--- config.mk ---
export PLATFORM = sky130hd
export DESIGN_NAME = gpio_pad_ctrl
export DESIGN_NICKNAME = d
export VERILOG_FILES = /design/src/rtl/gpio_pad_ctrl.sv
export SDC_FILE = /design/constraint.sdc
export NUM_CORES = 1
export LEC_CHECK = 0
export CAP_MARGIN = 20
export CORE_MARGIN = 2
export CORE_UTILIZATION = 29
export DETAILED_ROUTE_END_ITERATION = 7
export SLEW_MARGIN = 20
export SYNTH_ARGS = -nofsm -noshare
export SYNTH_HDL_FRONTEND = slang
export SYNTH_SLANG_ARGS = --single-unit
--- constraint.sdc ---
create_clock -name clk -period 3.8 [get_ports clk]
set_input_delay 0.76 -clock clk [delete_from_list [all_inputs] [get_ports clk]]
set_output_delay 0.76 -clock clk [all_outputs]
set_load 0.01 [all_outputs]
--- src/rtl/gpio_pad_ctrl.sv ---
// GPIO pad-side controller: registered output/OE drive toward the pad cells, plus
// synchronised, debounced pad inputs with per-channel edge-detect interrupts.
module gpio_pad_ctrl #(
  parameter int N_GPIO      = 24,
  parameter int SYNC_STAGES = 2,
  parameter int DB_WIDTH    = 8
) (
  input  logic                  clk,
  input  logic                  reset,
  input  logic [N_GPIO-1:0]     pad_c_i,
  output logic [N_GPIO-1:0]     pad_i_o,
  output logic [N_GPIO-1:0]     pad_oen_o,
  input  logic [N_GPIO-1:0]     gpio_out_i,
  input  logic [N_GPIO-1:0]     gpio_oe_i,
  output logic [N_GPIO-1:0]     gpio_in_o,
  input  logic [DB_WIDTH-1:0]   db_limit_i,
  input  logic [2*N_GPIO-1:0]   edge_mode_i,
  input  logic [N_GPIO-1:0]     irq_mask_i,
  input  logic [N_GPIO-1:0]     irq_clr_i,
  output logic [N_GPIO-1:0]     irq_pending_o,
  output logic                  irq_o
);

  logic [N_GPIO-1:0]   padI_q, padOen_q;
  logic [N_GPIO-1:0]   syncChain_q [SYNC_STAGES];
  logic [N_GPIO-1:0]   gpioIn_q, gpioIn_d;
  logic [DB_WIDTH-1:0] dbCnt_q [N_GPIO];
  logic [DB_WIDTH-1:0] dbCnt_d [N_GPIO];
  logic [N_GPIO-1:0]   pending_q, pending_d;
  logic [N_GPIO-1:0]   syncOut;
  logic [N_GPIO-1:0]   update;
  logic [DB_WIDTH-1:0] limitM1;

  // A limit of 0 behaves as 1, so the terminal count is never below zero.
  assign limitM1 = (db_limit_i == '0) ? '0 : db_limit_i - DB_WIDTH'(1);
  assign syncOut = syncChain_q[SYNC_STAGES-1];

  always_comb begin
    gpioIn_d  = gpioIn_q;
    update    = '0;
    pending_d = pending_q & ~irq_clr_i;
    for (int i = 0; i < N_GPIO; i++) begin
      dbCnt_d[i] = '0;
      // ">=" rather than "==" lets a freshly lowered limit take effect at once.
      if (syncOut[i] != gpioIn_q[i]) begin
        if (dbCnt_q[i] >= limitM1) begin
          update[i]   = 1'b1;
          gpioIn_d[i] = syncOut[i];
        end else begin
          dbCnt_d[i] = dbCnt_q[i] + DB_WIDTH'(1);
        end
      end
      if (update[i] && ((syncOut[i] && edge_mode_i[2*i]) ||
                        (!syncOut[i] && edge_mode_i[2*i+1]))) begin
        pending_d[i] = 1'b1;
      end
    end
  end

  always_ff @(posedge clk) begin
    if (reset) begin
      padI_q    <= '0;
      padOen_q  <= '1;
      gpioIn_q  <= '0;
      pending_q <= '0;
      for (int k = 0; k < SYNC_STAGES; k++) syncChain_q[k] <= '0;
      for (int i = 0; i < N_GPIO; i++) dbCnt_q[i] <= '0;
    end else begin
      padI_q    <= gpio_out_i;
      padOen_q  <= ~gpio_oe_i;
      gpioIn_q  <= gpioIn_d;
      pending_q <= pending_d;
      syncChain_q[0] <= pad_c_i;
      for (int k = 1; k < SYNC_STAGES; k++) syncChain_q[k] <= syncChain_q[k-1];
      for (int i = 0; i < N_GPIO; i++) dbCnt_q[i] <= dbCnt_d[i];
    end
  end

  assign pad_i_o       = padI_q;
  assign pad_oen_o     = padOen_q;
  assign gpio_in_o     = gpioIn_q;
  assign irq_pending_o = pending_q;
  assign irq_o         = |(pending_q & irq_mask_i);

endmodule

==> flow_summary_export.csv <==
group,metric,value,unit
outcome,status,"finished, final reports clean",
grt,antenna_found_initial,3,
detailed_routing,antenna_left,0,
clocking,clk_path_buf_depth,3,
clocking,cts-resized-gates,0,
clocking,clk_latency,560,ps
floorplanning,core_area,56400,sq um
power_and_ir_drop,power,8.67,mW
sta,setup_tns,0,ps
worst_setup_path,worstSetupStartpointType,"primary input",
sta,final_hold_viol_count,0,
floorplanning,dieHeight,243,microns
layout,fin_nets,2495,
layout,fillers,5606,
placement,gp_congestion,0.853,
power_and_ir_drop,power.leakage,9.06,nW
worst_setup_path,critPathKind,"primary input to output port",
synth,synth-seq-cells,336,
layout,syn_to_final_growth,34.3,%
clocking,htree_levels,2,
layout,fin_cells,2890,
sta,finalCritPeriodShare,0.874,
placement,place_hpwl,34900,microns
clocking,cts_setup_buffers,0,
floorplanning,dieArea,59000,sq um
placement,io_buffers,274,
floorplanning,die_w,243,microns
clocking,root_buffer,"clkbuf_16",
grt,overflow,0,
detailed_routing,firstDrtPassIters,4,
synth,synth_top_area_cell,"dfxtp_1",
detailed_routing,drtIter0Drc,551,
sta,timing.fmax,0.301,GHz
sta,slew_viol_final,0,
synth,synth_ff_type,"dfxtp_1",
clocking,holdBufCountCts,0,
sta,setup_violations,0,
sta,max_slew_margin,0.625,
clocking,cts_tree,"built",
sta,fin_skew,20.9,ps
sta,hold_ws,432,ps
synth,synth_area,16500,sq um
synth,synth_edf_count,0,
grt,grt_pass1_vias,14000,
floorplanning,initial_utilization,0.293,
sta,rsz0062_at_grt,"no",
floorplanning,rows,87,
detailed_routing,drc,0,
placement,placed_area,20700,sq um
flow_run,drv_cap,0,
clocking,cts_sinks,336,
layout,final_common_cell,"dfxtp_1",
placement,place_inst,2813,
clocking,clkTransAtPathRegs,60,ps
layout,layout-drive-gt1-share,0.0708,
floorplanning,ioPinCount,275,
synth,synth-async-reset-ratio,0,
worst_setup_path,endpoint_kind,"output port",
power_and_ir_drop,peakVddDrop,0.000377,V
synth,ys_seq_area_frac,0.407,
sta,period_minus_slack,3320,ps
detailed_routing,viasPerCell,4.74,
detailed_routing,via_count,13700,
synth,synth_top_area_share,0.407,
layout,finalInstanceArea,22200,sq um
detailed_routing,wire_per_inst,16.1,microns
sta,tightestPinTransition,561,ps
layout,most-common-layout-cells,"dfxtp_1, clkdlybuf4s50_1, nor2_1",
synth,synth_area_leaders,"dfxtp_1, ha_1, xor2_1",
power_and_ir_drop,power_density,390,nW/um^2
grt,grtUsageTotal,0.156,
synth,synth_cells,1754,
synth,yosys_warnings,0,
detailed_routing,drt_wl_total,46700,microns
worst_setup_path,arrival,2560,ps
worst_hold_path,min_path_type,"flip-flop to flip-flop",
grt,grt_pass1_wl,74300,microns
worst_setup_path,worstPathMaxFanout,1,
clocking,cts_buffers,41,
synth,syn_avg_cell_area,9.43,sq um
synth,synth_cell_types,42,
grt,grt_max_degree,73,
worst_setup_path,required,3040,ps
synth,syn_nets,2149,
==> through the flow <==
step	worst slack (ps)	utilization
6_report	481	0.394
5_1_grt	321	0.394
4_1_cts	433	0.394
3_5_place_dp	2.03	0.367
3_3_place_gp	-62.6	0.367
2_1_floorplan	128	-
==> metal layers <==
metal  routed length [microns]  vias up  part of all wire  track usage
met2                     21100      312              0.45        0.260
met4                      1270        0             0.027       0.0530
li1                          -     6910                 -            -
met5                         0        -                 0            0
met1                     20900     6396              0.45        0.191
met3                      3370       70             0.072       0.0482
==> registers in the layout (all words and copies together), names as in the netlist <==
signal	flops
dbCnt_q	192
gpio_in_o	24
irq_pending_o	24
pad_i_o	24
pad_oen_o	24
syncChain_q	48
==> power breakdown <==
group	internal, mW	leakage [nW]	switching (mW)
Sequential	3.58	2.73	0.0360
Clock	2.72	0.726	1.58
Combinational	0.393	5.60	0.360
Total	6.70	9.06	1.97
==> path summary, 6_finish.rpt <==
check / startpoint / endpoint / slack (ps) / cells after the start
worst max-delay path: irq_mask_i[0] / irq_o / 480 / 8
worst min-delay path: syncChain_q[0][10] / syncChain_q[0][34] / 430 / 1
worst max register to register: dbCnt_q[2][21] / dbCnt_q[2][18] / 1970 / 5
worst min register to register: syncChain_q[0][10] / syncChain_q[0][34] / 430 / 1
==> synthesized netlist by cell type, types with 6 or more instances <==
cell and count:
mux2i_1 10, clkbuf_1 15, o211ai_1 20, o31ai_1 15, nor2b_1 77, or3_4 10
nand2b_1 20, a31oi_1 43, a211o_1 19, o2111ai_1 29, and2_1 12, o32ai_1 24
nor2_1 238, a21o_1 10, o21a_1 24, and3_1 62, xnor2_1 63, buf_1 6
nand2_1 138, a21oi_1 38, a22oi_1 10, nand3_1 106, inv_1 55, nor3_1 6
a221oi_2 6, dfxtp_1 336, xor2_1 109, ha_1 217
==> final cells by class <==
type | count | area, sq um | share of cell area
clock inverters | 17 | 274 | 0.0123
diodes | 1 | 2.50 | 0.000113
repair buffers | 326 | 3270 | 0.147
well taps | 756 | 946 | 0.0426
flip-flops and latches | 336 | 6730 | 0.303
clock buffers | 59 | 1230 | 0.0552
multi-input cells | 1339 | 9560 | 0.430
inverters | 56 | 211 | 0.00952
==> critical path, cell delays in order <==
cell	delay, ps
clkdlybuf4s50_1	400
a22oi_1	190
buf_4	180
nand4_1	90
buf_4	180
nor2_1	150
nand4_1	110
clkdlybuf4s50_1	490
==> kinds of logic after synthesis <==
| kind of cell | synth area share |
|---|---|
| muxes | 0.00605 |
| and+or+nand+nor | 0.194 |
| adders and majority gates | 0.164 |
| DFF | 0.407 |
| xor gates and xnor gates | 0.0911 |
| AOI/OAI and AO/OA | 0.121 |
| buffers and inverters | 0.0181 |
(Power assumes the default switching activity.)
